===== src/rtl/mips_mc_controller.sv =====
// mips_mc_controller -- multicycle MIPS control unit (Moore FSM).
//
// Purpose: sequences the shared-memory multicycle datapath through
// fetch/decode/execute/writeback. Memory accesses use a ready handshake.
// A wait counter turns a stalled memory into a sticky fault state.
//
// Ports:
//   clk        in   rising-edge clock
//   reset      in   asynchronous active-low reset
//   op, funct  in   opcode / R-type function field from the IR
//   zero       in   ALU zero flag (current cycle)
//   mem_ready  in   memory handshake (read data valid / write accepted)
//   iord, memwrite, irwrite, regdst, memtoreg, regwrite, pcen  out  strobes/selects
//   alusrca, alusrcb, pcsrc  out  2-bit mux selects
//   alucontrol out   3-bit ALU operation
//   err        out   sticky fault flag (high while in ERR)
//   state      out   current state encoding (debug)
//
// Optional feature: define MC_BNE_EN to decode BNE (op 000101) into the
// BRANCH state with pcen = ~zero. Without it, op 000101 faults.

module mips_mc_controller #(
  parameter int unsigned TIMEOUT = 16
) (
  input  logic       clk,
  input  logic       reset,
  input  logic [5:0] op,
  input  logic [5:0] funct,
  input  logic       zero,
  input  logic       mem_ready,
  output logic       iord,
  output logic       memwrite,
  output logic       irwrite,
  output logic       regdst,
  output logic       memtoreg,
  output logic       regwrite,
  output logic       pcen,
  output logic [1:0] alusrca,
  output logic [1:0] alusrcb,
  output logic [1:0] pcsrc,
  output logic [2:0] alucontrol,
  output logic       err,
  output logic [3:0] state
);

  typedef enum logic [3:0] {
    S_FETCH    = 4'd0,
    S_DECODE   = 4'd1,
    S_MEMADR   = 4'd2,
    S_MEMREAD  = 4'd3,
    S_MEMWB    = 4'd4,
    S_MEMWRITE = 4'd5,
    S_EXECUTE  = 4'd6,
    S_ALUWB    = 4'd7,
    S_BRANCH   = 4'd8,
    S_ADDIEX   = 4'd9,
    S_ADDIWB   = 4'd10,
    S_JUMP     = 4'd11,
    S_LUIEX    = 4'd12,
    S_ERR      = 4'd13
  } state_t;

  localparam logic [5:0] OP_RTYPE = 6'b000000;
  localparam logic [5:0] OP_LW    = 6'b100011;
  localparam logic [5:0] OP_SW    = 6'b101011;
  localparam logic [5:0] OP_BEQ   = 6'b000100;
  localparam logic [5:0] OP_BNE   = 6'b000101;
  localparam logic [5:0] OP_ADDI  = 6'b001000;
  localparam logic [5:0] OP_J     = 6'b000010;
  localparam logic [5:0] OP_LUI   = 6'b001111;

  // Last count value before the TIMEOUT-th consecutive wait cycle.
  localparam logic [7:0] WAIT_LAST = 8'(TIMEOUT - 1);

  state_t     state_q, state_d;
  logic [7:0] wait_q, wait_d;

  logic funct_legal;
  logic bne_op;
  logic branch_taken;

  // ALU operation for an R-type instruction; illegal functs never reach
  // EXECUTE, so the fallback value is irrelevant.
  function automatic logic [2:0] funct_to_alu(input logic [5:0] f);
    logic [2:0] a;
    a = 3'b010;
    case (f)
      6'b100000: a = 3'b010;
      6'b100010: a = 3'b110;
      6'b100100: a = 3'b000;
      6'b100101: a = 3'b001;
      6'b101010: a = 3'b111;
      6'b000100: a = 3'b100;
      default:   a = 3'b010;
    endcase
    return a;
  endfunction

  assign funct_legal = (funct == 6'b100000) || (funct == 6'b100010) ||
                       (funct == 6'b100100) || (funct == 6'b100101) ||
                       (funct == 6'b101010) || (funct == 6'b000100);

`ifdef MC_BNE_EN
  assign bne_op       = (op == OP_BNE);
  assign branch_taken = bne_op ? ~zero : zero;
`else
  assign bne_op       = 1'b0;
  assign branch_taken = zero;
`endif

  // Next-state logic. Wait states share one timeout rule: a ready exits,
  // otherwise the counter advances and faults on its TIMEOUT-th zero.
  always_comb begin
    state_d = state_q;
    wait_d  = 8'd0;
    case (state_q)
      S_FETCH, S_MEMREAD, S_MEMWRITE: begin
        if (mem_ready) begin
          case (state_q)
            S_FETCH:   state_d = S_DECODE;
            S_MEMREAD: state_d = S_MEMWB;
            default:   state_d = S_FETCH;
          endcase
        end else if (wait_q == WAIT_LAST) begin
          state_d = S_ERR;
        end else begin
          wait_d = wait_q + 8'd1;
        end
      end
      S_DECODE: begin
        if ((op == OP_LW) || (op == OP_SW))    state_d = S_MEMADR;
        else if (op == OP_RTYPE)               state_d = funct_legal ? S_EXECUTE : S_ERR;
        else if ((op == OP_BEQ) || bne_op)     state_d = S_BRANCH;
        else if (op == OP_ADDI)                state_d = S_ADDIEX;
        else if (op == OP_J)                   state_d = S_JUMP;
        else if (op == OP_LUI)                 state_d = S_LUIEX;
        else                                   state_d = S_ERR;
      end
      S_MEMADR: begin
        if (op == OP_LW)      state_d = S_MEMREAD;
        else if (op == OP_SW) state_d = S_MEMWRITE;
        else                  state_d = S_ERR;
      end
      S_MEMWB:   state_d = S_FETCH;
      S_EXECUTE: state_d = S_ALUWB;
      S_ALUWB:   state_d = S_FETCH;
      S_BRANCH:  state_d = S_FETCH;
      S_ADDIEX:  state_d = S_ADDIWB;
      S_LUIEX:   state_d = S_ADDIWB;
      S_ADDIWB:  state_d = S_FETCH;
      S_JUMP:    state_d = S_FETCH;
      S_ERR:     state_d = S_ERR;
      default:   state_d = S_ERR;   // unused encodings 14/15
    endcase
  end

  always_ff @(posedge clk or negedge reset) begin
    if (!reset) begin
      state_q <= S_FETCH;
      wait_q  <= 8'd0;
    end else begin
      state_q <= state_d;
      wait_q  <= wait_d;
    end
  end

  // Output decode. Write/enable strobes are gated by reset so nothing is
  // committed while reset is held, even though FETCH follows mem_ready.
  always_comb begin
    iord       = 1'b0;
    memwrite   = 1'b0;
    irwrite    = 1'b0;
    regdst     = 1'b0;
    memtoreg   = 1'b0;
    regwrite   = 1'b0;
    pcen       = 1'b0;
    alusrca    = 2'b00;
    alusrcb    = 2'b00;
    pcsrc      = 2'b00;
    alucontrol = 3'b010;
    case (state_q)
      S_FETCH: begin
        alusrcb = 2'b01;
        irwrite = mem_ready & reset;
        pcen    = mem_ready & reset;
      end
      S_DECODE:   alusrcb = 2'b11;
      S_MEMADR: begin
        alusrca = 2'b01;
        alusrcb = 2'b10;
      end
      S_MEMREAD:  iord = 1'b1;
      S_MEMWB: begin
        memtoreg = 1'b1;
        regwrite = reset;
      end
      S_MEMWRITE: begin
        iord     = 1'b1;
        memwrite = reset;
      end
      S_EXECUTE: begin
        alusrca    = 2'b01;
        alucontrol = funct_to_alu(funct);
      end
      S_ALUWB: begin
        regdst   = 1'b1;
        regwrite = reset;
      end
      S_BRANCH: begin
        alusrca    = 2'b01;
        alucontrol = 3'b110;
        pcsrc      = 2'b01;
        pcen       = branch_taken & reset;
      end
      S_ADDIEX: begin
        alusrca = 2'b01;
        alusrcb = 2'b10;
      end
      S_ADDIWB:   regwrite = reset;
      S_LUIEX: begin
        alusrca    = 2'b10;
        alusrcb    = 2'b10;
        alucontrol = 3'b100;
      end
      S_JUMP: begin
        pcsrc = 2'b10;
        pcen  = reset;
      end
      default: ;
    endcase
  end

  assign err   = (state_q == S_ERR);
  assign state = state_q;

endmodule


===== config.mk =====
export PLATFORM = sky130hd
export DESIGN_NAME = mips_mc_controller
export DESIGN_NICKNAME = d
export VERILOG_FILES = /design/src/rtl/mips_mc_controller.sv
export SDC_FILE = /design/constraint.sdc
export NUM_CORES = 1
export LEC_CHECK = 0
export ABC_AREA = 1
export ABC_CLOCK_PERIOD_IN_PS = 2100
export BUFFER_PORTS_ARGS = -buffer_cell sky130_fd_sc_hd__buf_2
export CORE_MARGIN = 10
export CORE_UTILIZATION = 30
export DETAILED_ROUTE_END_ITERATION = 8
export PLACE_DENSITY = 0.55
export SLEW_MARGIN = 5
export SYNTH_ARGS = -nofsm -noshare
export SYNTH_HDL_FRONTEND = slang
export SYNTH_SLANG_ARGS = --single-unit

===== constraint.sdc =====
create_clock -name clk -period 2.1 [get_ports clk]
set_input_delay 0.63 -clock clk [delete_from_list [all_inputs] [get_ports clk]]
set_output_delay 0.63 -clock clk [all_outputs]
set_load 0.03 [all_outputs]

==> Word level (Yosys, flattened, before mapping) <==
Index checks and enable logic that the tools add are counted.
{ "word_totals": {"regBits": 12, "output_inout_bits": 21, "word_cells": 75} }
{ "op_classes": {"add_sub_neg": 1, "eq_ne": 27, "n_mux": 28, "bitwise": 2, "n_reduce_logical": 15} }
{ "ops": {"columns": ["cell", "count"], "rows": [
  ["== test 6 bit, second input constant", 7],
  ["two-way mux 4 bit", 7],
  ["== test 4 bit, second input constant", 6],
  ["two-way mux 8 bit", 3],
  ["case mux 4 bit (6 select lines)", 1],
  ["== test 4 x 3 -> 1 bit, second input constant", 4],
  ["case mux 3 bit (5 select lines)", 1],
  ["== test 6 x 3 -> 1 bit, second input constant", 2],
  ["== test 6 x 4 -> 1 bit, second input constant", 2],
  ["two-way mux 3 bit", 3],
  ["case mux 3 bit (3 select lines)", 1],
  ["OR reduction 3 bit", 3],
  ["adder 8 x 1 -> 8 bit, second input constant", 1],
  ["== test 4 x 2 -> 1 bit, second input constant", 2],
  ["== test 8 x 4 -> 1 bit, second input constant", 1],
  ["case mux 2 bit (2 select lines)", 2],
  ["two-way mux 1 bit", 7],
  ["== test 6 x 2 -> 1 bit, second input constant", 1],
  ["logical NOT 6 bit", 1],
  ["logical OR 1 bit", 6],
  ["case mux 2 bit (3 select lines)", 1],
  ["case mux 3 bit (2 select lines)", 1],
  ["OR reduction 5 bit", 1],
  ["== test 4 x 1 -> 1 bit, second input constant", 1],
  ["6 further kinds", 8]
]} }

==> Depth between registers and ports, before layout <==
{ "logic_depth": {"ltp_word": 10, "ltp_mapped": 10, "ltp_nobuf": 10} }

==> Worst setup path after synthesis <==
Ideal clock, no wire load.
{ "synth_timing": {"path_type": "register -> output", "startpoint": "register state_q[3] (netlist: state[3])", "endpoint": "output port pcen", "t_arrival_ns": 1.972, "required_time_ns": 1.470, "path_slack_ns": -0.502, "path_stages_with_launch": 7, "n_path_buf": 0, "cell_sequence": "dfrtp_1 -> inv_1 -> nor2_1 -> inv_1 -> nor2_1 -> o21ai_0 -> o22ai_1"} }
{ "synth_between": {"elab_chain_len": 2} }
{ "synth_lines": {"columns": ["item", "line_no", "text"], "rows": [
  ["start, declared", "75", "state_t state_q, state_d;"],
  ["start signal, assigned", "162", "state_q <= state_d;"],
  ["== test 4 bit or logical NOT 4 bit (tied branches)", "181", "case (state_q)"],
  ["case mux 1 bit (3 select lines) *", "181", null],
  ["end, declared", "37", "output logic pcen,"]
]} }
Mark *: on every way between the ends. The rest lies on a longest branch, timed or not.

==> Worst setup path after layout <==
{ "layout_timing": {"startpoint": "register state_q[2] (netlist: state[2])", "endpoint": "output port regwrite"} }
{ "layout_between": {"elab_chain_len": 3} }
{ "layout_lines": {"columns": ["item", "line_no", "text"], "rows": [
  ["== test 4 bit or == test 4 x 3 -> 1 bit (tied branches)", "181", null],
  ["OR reduction 3 bit (no source line) *", null, null],
  ["two-way mux 1 bit *", "181", null],
  ["end, declared", "36", "output logic regwrite,"]
]} }
Marked as above.

==> summary.txt <==
Hold path
  – Worst hold path type: in2async

Synth
  – Simple-gate share of the synthesized area: 0.473
  – Synthesized area per cell: 5.59 sq um
  – Dominant combinational cell family by area after synthesis: simple AND/OR/NAND/NOR gates
  – Synth Area in Compound Gates: 0.0911
  – XOR/XNOR Fraction of Synth Area: 0.00828
  – Warnings from Yosys: 0
  – Mapped Area: roughly 1100 sq um
  – Unique masters post-synth: 19
  – Synth Area in Adders: 0.0118
  – Synthesis-stage register bit count: 12
  – Syn_nets: roughly 210
  – Synth Instances: ~190
  – Sequential fraction of the synthesis area: 0.284
  – Post-synthesis mux area share: 0

Power
  – Clock power frac: 0.385
  – Switching portion of total power: 0.234
  – Power Dens Cells: 281 nW/um^2
  – Power, Total: 0.469 mW
  – Maximum vdd drop: 0.000141 V
  – Sequential share of power: 0.492
  – Leak: 0.912 nW
  – Comb pwr share: 0.123
  – Switching Power: 0.110 mW
  – Internal: between 0.3 and 0.4 mW

Floorplanning
  – Die height: 79.4 um
  – Starting density of the core: 0.314
  – Die Width: 79.4 um
  – Full die area: 6300 sq um
  – I/O pin cnt: 37
  – Rows: 21
  – Core area: 3360 sq um

Place
  – Port bufs: 36
  – Placed Cells: 280
  – Dpl hpwl: 2.49 mm
  – Final Wtd Congestion: 0.789
  – Pre-CTS WS: -130 ps

STA
  – Relative slew slack: 0.849
  – Hold Fails Final Rpt: 0
  – RSZ-0062 raised after global routing: true
  – FMAX: 469 MHz
  – Worst Hold Slack: 345 ps
  – Final period util: 1.02
  – Final Max Slew Viols: 0
  – Setup Skew: 0.910 ps
  – Fin Setup TNS: -98.6 ps
  – Worst-margin pin slew: 226 ps
  – Final worst slack: -32.5 ps
  – Min cycle time layout: 2130 ps
  – Final setup viols: 4

Status
  – Failing checks: setup timing
  – Outcome: finished with violations

Worst setup path
  – Critical path fanouts, max: 6
  – Worst R2R Path Depth: 10
  – Crit path arrival time: 1500 ps
  – Critical path type: reg2out
  – FF-to-FF Start: state[1]
  – Worst Setup Start Kind: flip-flop
  – CP startpoint: state[2]
  – Required time of the critical path: 1470 ps
  – RR Endpoint: state[2]
  – CP endpoint kind: output pin
  – R2R Setup Slk: roughly 550 ps

Route
  – Vias/cell: 4.36
  – Vias: approximately 1.3k
  – Final wirelength: 3.17 mm
  – DR pass1 iterations: 4
  – DR DRC count: 0
  – Post-DRT Antenna Nets: 0
  – DRT iter0 DRCs: 40
  – WL per Instance: 10.9 um

Clock network
  – Clock Path Buffers: 2
  – Clock sink count: 12
  – Root Buffer: clkbuf_4
  – CTS H-tree lvls: 1
  – CTS tree: yes
  – Reg clk slew, reported paths: 70 ps
  – Total CTS buffers: 3
  – Clk_lat worst skew: 270 ps
  – Hold_buf cts: 0

Global routing
  – Number of antenna violations at the first check in global routing: 0
  – First-pass GRT wire length: 5.46 mm
  – Vias in the first global route: 1199
  – Largest net degree at the start of global routing: 13
  – GRT Overall Usage: 0.102
  – Total grt overflow: 0

Cells and area
  – Non-Filler Instances: 292
  – # diodes: 0
  – Share of cells above drive strength 1: 0.423
  – Final #Nets: around 260
  – Area delta synth->final: 57.6%

Run
  – Max cap viols: 0
==> cell type report <==
| type | instances | area (sq um) |
|---|---|---|
| Tap cell | 46 | 57.6 |
| Sequential cell | 12 | 305 |
| Multi-Input combinational cell | 140 | 753 |
| Clock buffer | 4 | 36.3 |
| Fill cell | 374 | 1700 |
| Timing Repair Buffer | 53 | 375 |
| Inverter | 37 | 139 |
==> cells by family (layout without fill, tap and decap cells) <==
logic type | count (synthesis) | in the layout
buf+inv | 37 | 94
flops | 12 | 12
simple gates | 120 | 120
xor+xnor | 1 | 1
compound gates | 18 | 18
fa+ha+maj | 1 | 1
==> cells in the final DEF (no fill, tap or decap), types with 5 or more instances in the layout <==
cell type / synthesis / final
nand3_1: 12 / 12
inv_1: 32 / 27
nor2_4: 1 / 9
buf_6: 0 / 12
buf_4: 0 / 14
nand2_2: 2 / 6
a21oi_1: 6 / 5
nand2_1: 45 / 39
dfrtp_1: 12 / 8
nor2_2: 2 / 8
buf_2: 0 / 27
inv_2: 5 / 10
nor2_1: 51 / 37
==> Yosys cell counts <==
library cell  count  share of area
xor2_1            1         0.0083
nor2_1           51           0.18
nand3_1          12          0.057
a21oi_2           1         0.0083
nand2_1          45           0.16
dfrtp_1          12           0.28
o21ai_1           1         0.0047
nand4_1           3          0.018
o21ai_0           8          0.038
nand2_2           2          0.012
nor2_2            2          0.012
inv_2             5          0.018
inv_1            32           0.11
nor2_4            1          0.011
ha_1              1          0.012
nor3_1            3          0.014
o22ai_1           2          0.012
a21oi_1           6          0.028
nand3_2           1         0.0095
==> through the flow <==
| stage | util | cell area (sq um) |
|---|---|---|
| 2_1_floorplan | - | 1080 |
| 3_3_place_gp | 0.413 | 1390 |
| 3_5_place_dp | 0.413 | 1390 |
| 4_1_cts | 0.448 | 1510 |
| 5_1_grt | 0.496 | 1670 |
| 6_report | 0.496 | 1670 |
==> what timing repair did <==
action / 4_1_cts / 5_1_grt
endpoints found under the hold margin: 0 / 0
resized for setup: 30 / 35
pin swaps: 0 / 12
buffers inserted: 3 / 5
endpoints found under the setup margin: 7 / 10
==> worst max-delay path by stage <==
| stage | endpoint | cells after the start |
|---|---|---|
| finish | regwrite | 8 |
| global route | pcen | 6 |
| CTS | alucontrol[1] | 8 |
| detailed placement | alucontrol[1] | 9 |
| global placement | alucontrol[1] | 9 |
| floorplan | regwrite | 5 |
==> power by group through the flow <==
| stage | logic [mW] | registers (mW) | clock network [mW] |
|---|---|---|---|
| after floorplan | 0.0205 | 0.236 | 0 |
| after detailed placement | 0.0545 | 0.235 | 0 |
| after CTS | 0.0558 | 0.231 | 0.189 |
| after global placement | 0.0546 | 0.235 | 0 |
| final | 0.0576 | 0.231 | 0.181 |
| after global routing | 0.0671 | 0.231 | 0.200 |
==> routing by layer <==
layer | vias up | part of all wire | global-route usage
met3 | 2 | 0.054 | 0.0293
met2 | 32 | 0.47 | 0.160
met1 | 540 | 0.47 | 0.134
met4 | 0 | 0.0082 | 0.0269
li1 | 698 | - | -
met5 | - | 0 | 0
==> worst max-delay path, cell delays in order, from the launching register on <==
cell and delay, ps:
dfrtp_2 450, inv_2 60, nor2_4 110, inv_2 60
buf_6 120, o22ai_4 150, o21ai_1 80, inv_1 70
buf_6 130
==> state kept, by name, indices dropped and copies added, names as in the netlist <==
name and cells:
wait_q 8, state 4
No activity file was read; power rests on OpenSTA's default activity.
